**src/rtl/feeder_pkg.sv**
```systemverilog
// Shared types and constants for the row chunk feeder.
package feeder_pkg;

    localparam int          WORD_W  = 32;
    localparam logic [31:0] FP_ZERO = 32'h0000_0000;

    typedef enum logic [2:0] {
        IDLE,
        FETCH,
        WAIT_DATA,
        HOLD,
        EMIT,
        DONE
    } state_t;

endpackage

```
**src/rtl/lane_packer.sv**
```systemverilog
// NI x 32-bit lane staging register: clear to +0.0, write one word to one lane per cycle.
// lanes_nxt exposes the post-write value so a chunk can be captured on its final write.
module lane_packer
    import feeder_pkg::*;
#(
    parameter int NI    = 8,
    parameter int IDX_W = 3
) (
    input  logic                 clk,
    input  logic                 rst,
    input  logic                 clr,
    input  logic                 wr_en,
    input  logic [IDX_W-1:0]     wr_idx,
    input  logic [WORD_W-1:0]    wr_dat,
    output logic [NI*WORD_W-1:0] lanes,
    output logic [NI*WORD_W-1:0] lanes_nxt
);

    always_comb begin
        lanes_nxt = lanes;
        if (clr) begin
            lanes_nxt = {NI{FP_ZERO}};
        end else if (wr_en) begin
            lanes_nxt[wr_idx*WORD_W +: WORD_W] = wr_dat;
        end
    end

    always_ff @(posedge clk or posedge rst) begin
        if (rst) begin
            lanes <= {NI{FP_ZERO}};
        end else begin
            lanes <= lanes_nxt;
        end
    end

endmodule

```
**src/rtl/row_chunk_feeder.sv**
```systemverilog
// Reads row_len words from a sync-read memory and issues zero-padded NI-lane chunks; first chunk
// NI+MEM_LAT+1 cycles after start, chunks spaced >= MIN_GAP. out_ready low parks the chunk in HOLD
// with no further reads. Define CHUNK_COUNT_EN to add the chunk_count output.
module row_chunk_feeder
    import feeder_pkg::*;
#(
    parameter int NI      = 8,
    parameter int ADDR_W  = 10,
    parameter int MEM_LAT = 2,
    parameter int MIN_GAP = 12
) (
    input  logic                 clk,
    input  logic                 rst,
    input  logic                 start,
    input  logic [ADDR_W-1:0]    base_addr,
    input  logic [ADDR_W:0]      row_len,
    input  logic                 out_ready,
    output logic                 mem_rd_en,
    output logic [ADDR_W-1:0]    mem_addr,
    input  logic [WORD_W-1:0]    mem_rd_data,
    output logic [NI*WORD_W-1:0] adder_row_input,
    output logic                 chunk_valid,
    output logic                 last_chunk,
    output logic                 busy,
`ifdef CHUNK_COUNT_EN
    output logic [ADDR_W:0]      chunk_count,
`endif
    output logic                 done
);

    localparam int IDX_W = (NI > 1) ? $clog2(NI) : 1;
    localparam int CNT_W = $clog2(NI + 1);
    localparam int GAP_W = $clog2(MIN_GAP + 1);

    state_t                 state;
    logic [ADDR_W-1:0]      base_r;
    logic [ADDR_W:0]        len_r;
    logic [ADDR_W:0]        elem_idx;
    logic [CNT_W-1:0]       iss_cnt;
    logic [CNT_W-1:0]       ret_cnt;
    logic [MEM_LAT-1:0]     rd_pipe;
    logic [GAP_W-1:0]       gap_cnt;
    logic [NI*WORD_W-1:0]   lanes;
    logic [NI*WORD_W-1:0]   lanes_nxt;

    logic ret_vld;
    logic last_iss;
    logic all_ret;
    logic more;
    logic can_emit;
    logic emit_now;
    logic start_acc;
    logic pack_clr;

    assign ret_vld   = rd_pipe[MEM_LAT-1];
    assign more      = (elem_idx != len_r);
    assign last_iss  = (iss_cnt == CNT_W'(NI - 1)) || ((elem_idx + (ADDR_W+1)'(1)) == len_r);
    assign all_ret   = ret_vld && ((ret_cnt + CNT_W'(1)) == iss_cnt);
    assign can_emit  = (gap_cnt == '0) && out_ready;
    assign start_acc = (state == IDLE) && start;
    assign pack_clr  = start_acc || ((state == EMIT) && more);
    // The final return can be emitted in the same edge it lands, so the chunk register
    // captures lanes_nxt rather than waiting a cycle in HOLD.
    assign emit_now  = can_emit && (((state == WAIT_DATA) && all_ret) || (state == HOLD));

    assign mem_rd_en   = (state == FETCH);
    assign mem_addr    = mem_rd_en ? (base_r + elem_idx[ADDR_W-1:0]) : '0;
    assign chunk_valid = (state == EMIT);
    assign last_chunk  = chunk_valid && !more;
    assign busy        = (state != IDLE) && (state != DONE);
    assign done        = (state == DONE);

    always_ff @(posedge clk or posedge rst) begin
        if (rst) begin
            state    <= IDLE;
            base_r   <= '0;
            len_r    <= '0;
            elem_idx <= '0;
            iss_cnt  <= '0;
        end else begin
            case (state)
                IDLE: begin
                    if (start) begin
                        base_r   <= base_addr;
                        len_r    <= row_len;
                        elem_idx <= '0;
                        iss_cnt  <= '0;
                        state    <= (row_len == '0) ? HOLD : FETCH;
                    end
                end
                FETCH: begin
                    elem_idx <= elem_idx + (ADDR_W+1)'(1);
                    iss_cnt  <= iss_cnt + CNT_W'(1);
                    if (last_iss) begin
                        state <= WAIT_DATA;
                    end
                end
                WAIT_DATA: begin
                    if (all_ret) begin
                        state <= can_emit ? EMIT : HOLD;
                    end
                end
                HOLD: begin
                    if (can_emit) begin
                        state <= EMIT;
                    end
                end
                EMIT: begin
                    iss_cnt <= '0;
                    state   <= more ? FETCH : DONE;
                end
                DONE:    state <= IDLE;
                default: state <= IDLE;
            endcase
        end
    end

    always_ff @(posedge clk or posedge rst) begin
        if (rst) begin
            rd_pipe <= '0;
            ret_cnt <= '0;
        end else begin
            rd_pipe <= (rd_pipe << 1) | MEM_LAT'(mem_rd_en);
            if (start_acc || (state == EMIT)) begin
                ret_cnt <= '0;
            end else if (ret_vld) begin
                ret_cnt <= ret_cnt + CNT_W'(1);
            end
        end
    end

    // Cleared on start so a new row is never held back by the previous row's spacing.
    always_ff @(posedge clk or posedge rst) begin
        if (rst) begin
            gap_cnt <= '0;
        end else if (start_acc) begin
            gap_cnt <= '0;
        end else if (emit_now) begin
            gap_cnt <= GAP_W'(MIN_GAP - 1);
        end else if (gap_cnt != '0) begin
            gap_cnt <= gap_cnt - GAP_W'(1);
        end
    end

    always_ff @(posedge clk or posedge rst) begin
        if (rst) begin
            adder_row_input <= '0;
        end else if (emit_now) begin
            adder_row_input <= lanes_nxt;
        end
    end

`ifdef CHUNK_COUNT_EN
    always_ff @(posedge clk or posedge rst) begin
        if (rst) begin
            chunk_count <= '0;
        end else if (start_acc) begin
            chunk_count <= '0;
        end else if (chunk_valid) begin
            chunk_count <= chunk_count + (ADDR_W+1)'(1);
        end
    end
`endif

    lane_packer #(
        .NI    (NI),
        .IDX_W (IDX_W)
    ) u_lane_packer (
        .clk       (clk),
        .rst       (rst),
        .clr       (pack_clr),
        .wr_en     (ret_vld),
        .wr_idx    (ret_cnt[IDX_W-1:0]),
        .wr_dat    (mem_rd_data),
        .lanes     (lanes),
        .lanes_nxt (lanes_nxt)
    );

endmodule

```
**config.mk**
```make
export PLATFORM = sky130hd
export DESIGN_NAME = row_chunk_feeder
export DESIGN_NICKNAME = d
export VERILOG_FILES = /design/src/rtl/feeder_pkg.sv /design/src/rtl/lane_packer.sv /design/src/rtl/row_chunk_feeder.sv
export SDC_FILE = /design/constraint.sdc
export NUM_CORES = 1
export LEC_CHECK = 0
export ABC_CLOCK_PERIOD_IN_PS = 16600
export BUFFER_PORTS_ARGS = -buffer_cell sky130_fd_sc_hd__buf_2
export CAP_MARGIN = 20
export CORE_AREA = 2 2 181 254
export CTS_BUF_LIST = sky130_fd_sc_hd__clkbuf_16
export CTS_CLUSTER_SIZE = 8
export DETAILED_ROUTE_END_ITERATION = 12
export DIE_AREA = 0 0 183 256
export PLACE_DENSITY = 0.76
export SLEW_MARGIN = 10
export SYNTH_ARGS = -nofsm -noshare
export SYNTH_HDL_FRONTEND = slang
export SYNTH_SLANG_ARGS = --single-unit
```
**constraint.sdc**
```tcl
create_clock -name clk -period 16.6 [get_ports clk]
set_clock_uncertainty 0.2 [all_clocks]
set_input_delay 1.66 -clock clk [delete_from_list [all_inputs] [get_ports clk]]
set_output_delay 1.66 -clock clk [all_outputs]
set_load 0.005 [all_outputs]
```
==> results.json, run 1 <==
{
  "status": "finished clean",
  "cts.root.buffer_cell": "clkbuf_16",
  "muxShareOfSynthArea_pct": 12.7,
  "slew_violations": 0,
  "rows": 92,
  "synth_compound_area_share_pct": 7.32,
  "critPathMaxFanout": 68,
  "cts_hold_buf": 0,
  "drt-total-wl_mm": 63.7,
  "die_area_um2": 46800,
  "critical_path.max_stage_delay_ps": 970,
  "relSlewSlack_pct": 25.3,
  "final-seq-area_um2": 14000,
  "rr_startpoint": "ret_cnt[0]",
  "synth-adder-area-share_pct": 0.961,
  "fin_crit_ps": 5090,
  "clk_pin_slew_ps": 50,
  "fin_tns_setup_ps": 0,
  "antenna_found_initial": 0,
  "min_to": "rd_pipe[1]",
  "endpoint_kind": "flip-flop",
  "path_cells": "inv_1, ha_1, xnor2_1, nand3_1, nor3_2, nor2_1, or3_4, buf_4, buf_4, mux2_2",
  "track_usage_pct": 27.5,
  "clkPwrFrac_pct": 28.4,
  "grt.overflow.total": 0,
  "stdcell_count": 2920,
  "vias_per_cell": 5.73,
  "finalPower_mw": 5.05,
  "cts-resized-gates": 0,
  "remaining_drc_errors": 0,
  "worst_pin_slew_ps": 1120,
  "finalCritPeriodShare_pct": 30.7,
  "ys_ff_latch": 561,
  "switching_share_pct": 32.9,
  "yosys.area.top_type_share_pct": 61.3,
  "coreArea_um2": 44700,
  "yosys.area.top_type": "dfrtp_1",
  "die_w_um": 183,
  "gp_congestion": 0.888,
  "fill_cells": 3511,
  "synth-xor-area-share_pct": 1.49,
  "syn_nets": 2144,
  "area_growth_pct": 17.5,
  "multi_input_area_um2": 7990,
  "yosysWarnings": 0,
  "grt_pass1_wl_mm": 99.8,
  "crit_family": "buffers and inverters",
  "start_kind": "flip-flop",
  "finalHoldViolCount": 0,
  "critPathKind": "flip-flop to flip-flop",
  "whs_path_depth": 0,
  "synth_area_leaders": "dfrtp_1 (61%), mux2_2 (13%), nand2_1 (9.3%)",
  "crit_required_ps": 16870,
  "ff2ff_path_depth": 10,
  "cts_tree": "built",
  "critPathBufInv": 3,
  "via_count": 16717,
  "start_util_pct": 51.3,
  "r2r_end": "adder_row_input[148]",
  "grt_max_degree": 196,
  "clock-sinks": 561,
  "final_util_pct": 60.3,
  "drtAntennaViolNets": 0,
  "synthDistinctLibCells": 53,
  "postCtsSetupBuffers": 0,
  "dp.cells": 2831,
  "hp-start": "rd_pipe[0]",
  "clk-insertion-delay-late_ps": 590,
  "cts_buffer_depth": 3,
  "drive_gt1_share_pct": 30.3,
  "synth_top_family_by_area": "multiplexers",
  "post_drt_wl_per_cell_um": 21.8,
  "power_frac_comb_pct": 28.2,
  "fp.dieH_um": 256,
  "dpl_cell_area_um2": 24800,
  "leakagePower_nw": 13.8,
  "setup_viol": 0,
  "layout_common_cells": "nand2_1 (568), dfrtp_1 (561), buf_2 (327), a21oi_1 (266), mux2_2 (256)",
  "peakVddDrop_mv": 0.109,
  "seq_power_share_pct": 43.4,
  "syn_area_um2": 22900,
  "synth-simple-area-share_pct": 12.2,
  "cts-buffers-inserted": 80,
  "nets": 2424,
  "switchingPower_mw": 1.66,
  "dr.first_iter.drc_count": 1408,
  "synth.avg_cell_area_um2": 11.1,
  "hp-class": "flip-flop to flip-flop",
  "hpwl_mm": 39.8,
  "htree_levels": 3,
  "reg2reg_slack_ps": 11510,
  "cp.arrival_ps": 5360,
  "slowest_stage": "dfrtp_1",
  "grt_pass1_vias": 17632,
  "dr.pass1.iters": 8,
  "async_reset_ff_share_pct": 100,
  "power_density_nw_per_um2": 188,
  "antenna_cells": 0,
  "io_buffers": 327,
  "p_int_mw": 3.39,
  "ios": 328,
  "timing.fmax_mhz": 196,
  "synth_edf_count": 0,
  "cap_violations": 0,
  "ys.flop_type": "dfrtp_1",
  "fin_area_um2": 26900,
  "synthCells": 2070,
  "crit_top_cell": "buf_4",
  "layout_commonest_cell": "nand2_1",
  "yosysSeqAreaShare_pct": 61.3,
  "rsz0062_at_grt": "false"
}
## logic make-up (layout without fill, tap and decap cells)
family,after synthesis,count (layout)
flops,561,561
fa+ha+maj,17,17
simple gates,692,692
buf+inv,184,470
xor+xnor,39,39
mux,258,258
compound gates,319,319
## final cells by class
| class | instances | share of cell area, % |
|---|---|---|
| sequential | 561 | 52.2 |
| multi-input combinational | 1325 | 29.7 |
| clock buffer | 84 | 7.81 |
| timing repair buffer | 362 | 7.30 |
| tap | 564 | 2.62 |
| inverter | 20 | 0.293 |
| clock inverter | 4 | 0.139 |
## routing by layer
layer | vias to the layer above | part of all wire [%] | GRT usage [%] | routed length (um)
met5 | - | 0 | 0 | 0
met4 | 0 | 5.4 | 16.0 | 3430
met3 | 185 | 6.4 | 4.82 | 4060
met2 | 673 | 50 | 45.6 | 31900
met1 | 8463 | 38 | 34.0 | 24300
li1 | 7396 | - | - | -
## sequential cells by signal (all words and copies together), names as in the netlist
name / cells
base_r: 10
u_lane_packer.lanes: 256
elem_idx: 11
rd_pipe: 2
ret_cnt: 4
state: 3
iss_cnt: 4
adder_row_input: 256
gap_cnt: 4
len_r: 11
## how the worst max path moves through the flow
stage,start,to,slack (ps),depth (start not counted)
2_1_floorplan,rst,adder_row_input[0],7100,1
3_3_place_gp,rst,u_lane_packer.lanes[80],11120,6
3_5_place_dp,rst,u_lane_packer.lanes[80],11010,6
4_1_cts,ret_cnt[0],adder_row_input[148],11510,10
5_1_grt,ret_cnt[0],adder_row_input[148],11170,10
6_report,ret_cnt[0],adder_row_input[148],11510,10
## synthesized netlist by cell type (all sizes together) (2+ instances only)
| cell | number |
|---|---|
| nor2b | 5 |
| a21boi | 2 |
| xor2 | 10 |
| dfrtp | 561 |
| or3 | 3 |
| o21ai | 25 |
| mux2i | 2 |
| xnor2 | 29 |
| nand2b | 4 |
| nand3b | 2 |
| ha | 16 |
| nor3b | 4 |
| nor2 | 31 |
| and3 | 4 |
| clkbuf | 66 |
| o32ai | 2 |
| a2111oi | 2 |
| inv | 20 |
| o211ai | 2 |
| a31oi | 3 |
| o21a | 2 |
| nand4 | 10 |
| a211oi | 2 |
| nor4 | 6 |
| o31ai | 3 |
| a21oi | 266 |
| nand3 | 39 |
| nor3 | 9 |
| mux2 | 256 |
| nand2 | 568 |
| buf | 98 |
| and3b | 2 |
## power by group through the flow
| stage | Sequential [mW] | Clock [mW] | Combinational (mW) |
|---|---|---|---|
| 5_1_grt | 2.24 | 1.51 | 1.58 |
| 6_report | 2.19 | 1.44 | 1.42 |
| 3_5_place_dp | 2.20 | 0 | 1.41 |
| 2_1_floorplan | 2.11 | 0 | 0.911 |
| 4_1_cts | 2.19 | 1.46 | 1.43 |
| 3_3_place_gp | 2.18 | 0 | 1.33 |
## per-stage QoR
step	hold slack (ps)	worst slack [ps]
6_report	158	11510
5_1_grt	160	11170
4_1_cts	159	11510
3_5_place_dp	139	11010
3_3_place_gp	137	11120
2_1_floorplan	131	7100
No activity file was read; power rests on OpenSTA's default activity.
==> run 2, diff against run 1 <==
--- a/config.mk
+++ b/config.mk
@@ -5,7 +5,7 @@
 export SDC_FILE = /design/constraint.sdc
 export NUM_CORES = 1
 export LEC_CHECK = 0
-export ABC_CLOCK_PERIOD_IN_PS = 16600
+export ABC_CLOCK_PERIOD_IN_PS = 4180
 export BUFFER_PORTS_ARGS = -buffer_cell sky130_fd_sc_hd__buf_2
 export CAP_MARGIN = 20
 export CORE_AREA = 2 2 181 254
==> constraint.sdc (replaced) <==
create_clock -name clk -period 4.18 [get_ports clk]
set_clock_uncertainty 0.2 [all_clocks]
set_input_delay 0.418 -clock clk [delete_from_list [all_inputs] [get_ports clk]]
set_output_delay 0.418 -clock clk [all_outputs]
set_load 0.005 [all_outputs]
==> results.json, run 2 (same netlist as run 1, synthesis figures left out) <==
{
  "reg_top3": "adder_row_input: 256 flops, u_lane_packer.lanes: 256 flops",
  "hpwl_mm": 39.7,
  "rsz0062_at_grt": "false",
  "dr.first_iter.drc_count": 1378,
  "dr.pass1.iters": 5,
  "nets": 2456,
  "finalHoldViolCount": 0,
  "peakVddDrop_mv": 0.400,
  "ff2ff_path_depth": 8,
  "finalPower_mw": 20.0,
  "critPathMaxFanout": 7,
  "whs_path_depth": 3,
  "layout_commonest_cell": "nand2_1",
  "power_density_nw_per_um2": 733,
  "grt_pass1_vias": 17448,
  "cts_buffer_depth": 3,
  "remaining_drc_errors": 0,
  "cp.arrival_ps": 2960,
  "gp_congestion": 0.880,
  "r2r_end": "adder_row_input[229]",
  "cts.root.buffer_cell": "clkbuf_16",
  "cts_hold_buf": 25,
  "coreArea_um2": 44700,
  "timing.fmax_mhz": 280,
  "clk_pin_slew_ps": 50,
  "cts-buffers-inserted": 80,
  "grt_max_degree": 142,
  "drive_gt1_share_pct": 30.3,
  "cts-resized-gates": 0,
  "die_w_um": 183,
  "critical_path.max_stage_delay_ps": 470,
  "slowest_stage": "dfrtp_1",
  "vias_per_cell": 5.65,
  "crit_top_cell": "o21ai_0",
  "setup_viol": 0,
  "htree_levels": 3,
  "cts_tree": "built",
  "status": "finished clean",
  "fill_cells": 3452,
  "layout_common_cells": "nand2_1 (568), dfrtp_1 (561), buf_2 (327), a21oi_1 (266), mux2_2 (256)",
  "grt_pass1_wl_mm": 97.6,
  "final_util_pct": 61.1,
  "antenna_cells": 0,
  "clock-sinks": 561,
  "relSlewSlack_pct": 38.6,
  "rows": 92,
  "drtAntennaViolNets": 0,
  "postCtsSetupBuffers": 0,
  "reg2reg_slack_ps": 1020,
  "crit_required_ps": 3560,
  "cap_violations": 0,
  "min_to": "u_lane_packer.lanes[170]",
  "track_usage_pct": 26.9,
  "area_growth_pct": 19.1,
  "critPathKind": "flip-flop to output port",
  "antenna_found_initial": 0,
  "drt-total-wl_mm": 62.7,
  "slew_violations": 0,
  "start_util_pct": 51.3,
  "grt.overflow.total": 0,
  "fin_crit_ps": 3580,
  "finalCritPeriodShare_pct": 85.6,
  "ios": 328,
  "rr_startpoint": "ret_cnt[1]",
  "hp-start": "mem_rd_data[10]",
  "worst_pin_slew_ps": 919,
  "post_drt_wl_per_cell_um": 21.2,
  "clk-insertion-delay-late_ps": 590,
  "fp.dieH_um": 256,
  "via_count": 16684,
  "path_cells": "ha_1, inv_1, fa_1, nor2b_1, o21ai_0, a21boi_0, o21ai_0, a21oi_1, xnor2_1, nor2_1, buf_2",
  "endpoint_kind": "output port",
  "start_kind": "flip-flop",
  "hp-class": "input port to flip-flop",
  "io_buffers": 327,
  "die_area_um2": 46800,
  "leakagePower_nw": 13.9
}
[run 2: changes by cell type in the layout (fill, tap and decap cells not counted), sizes merged]
cell | previous run | this run
clkbuf | 84 | 82
clkinv | 2 | 3
buf | 362 | 368
inv | 21 | 24
dlygate4sd3 | 0 | 25
[run 2: per-layer routing]
metal	track usage, %	routed length (um)	vias up
met1	33.3	23700	8316
li1	-	-	7456
met5	0	0	-
met4	14.3	3240	0
met3	4.34	4190	185
met2	45.2	31600	727
[run 2: report_power, final]
group | internal [mW] | switching [mW] | leakage [nW]
sequential | 7.48 | 1.07 | 7.67
combinational | 2.53 | 3.26 | 5.21
clock | 3.41 | 2.23 | 1.04
total | 13.4 | 6.56 | 13.9
[run 2: cell type report]
cell class	count	area, um^2	share of cell area (%)
clock inverter	8	91.3	0.335
timing repair buffer	394	2350	8.62
multi-input combinational	1325	7990	29.3
clock buffer	81	2030	7.43
inverter	20	78.8	0.289
tap	564	706	2.59
sequential	561	14000	51.5
[run 2: critical path, delay by kind of cell (launching register included)]
family | cells | cell delay (ps)
compound gates | 4 | 720
fa+ha+maj | 2 | 600
flops | 1 | 470
buf+inv | 2 | 220
simple gates | 2 | 210
xor+xnor | 1 | 150
[run 2: through the flow]
| step | setup TNS (ps) | hold slack (ps) | instance area (um^2) | worst slack (ps) | std cells |
|---|---|---|---|---|---|
| floorplan | -2286480 | 131 | 22900 | -4080 | 2070 |
| global placement | 0 | 146 | 24900 | 1060 | 2838 |
| detailed placement | 0 | 137 | 24900 | 876 | 2838 |
| CTS | 0 | 3.50 | 27300 | 592 | 2952 |
| global route | 0 | 19.8 | 27300 | 338 | 2953 |
| finish | 0 | 30.7 | 27300 | 603 | 2953 |
[run 2: how the worst max path moves through the flow]
stage | startpoint | endpoint
finish | elem_idx[0] | mem_addr[8]
global route | elem_idx[0] | mem_addr[8]
CTS | elem_idx[0] | mem_addr[8]
detailed placement | ret_cnt[1] | adder_row_input[221]
global placement | ret_cnt[1] | adder_row_input[214]
floorplan | rst | adder_row_input[0]
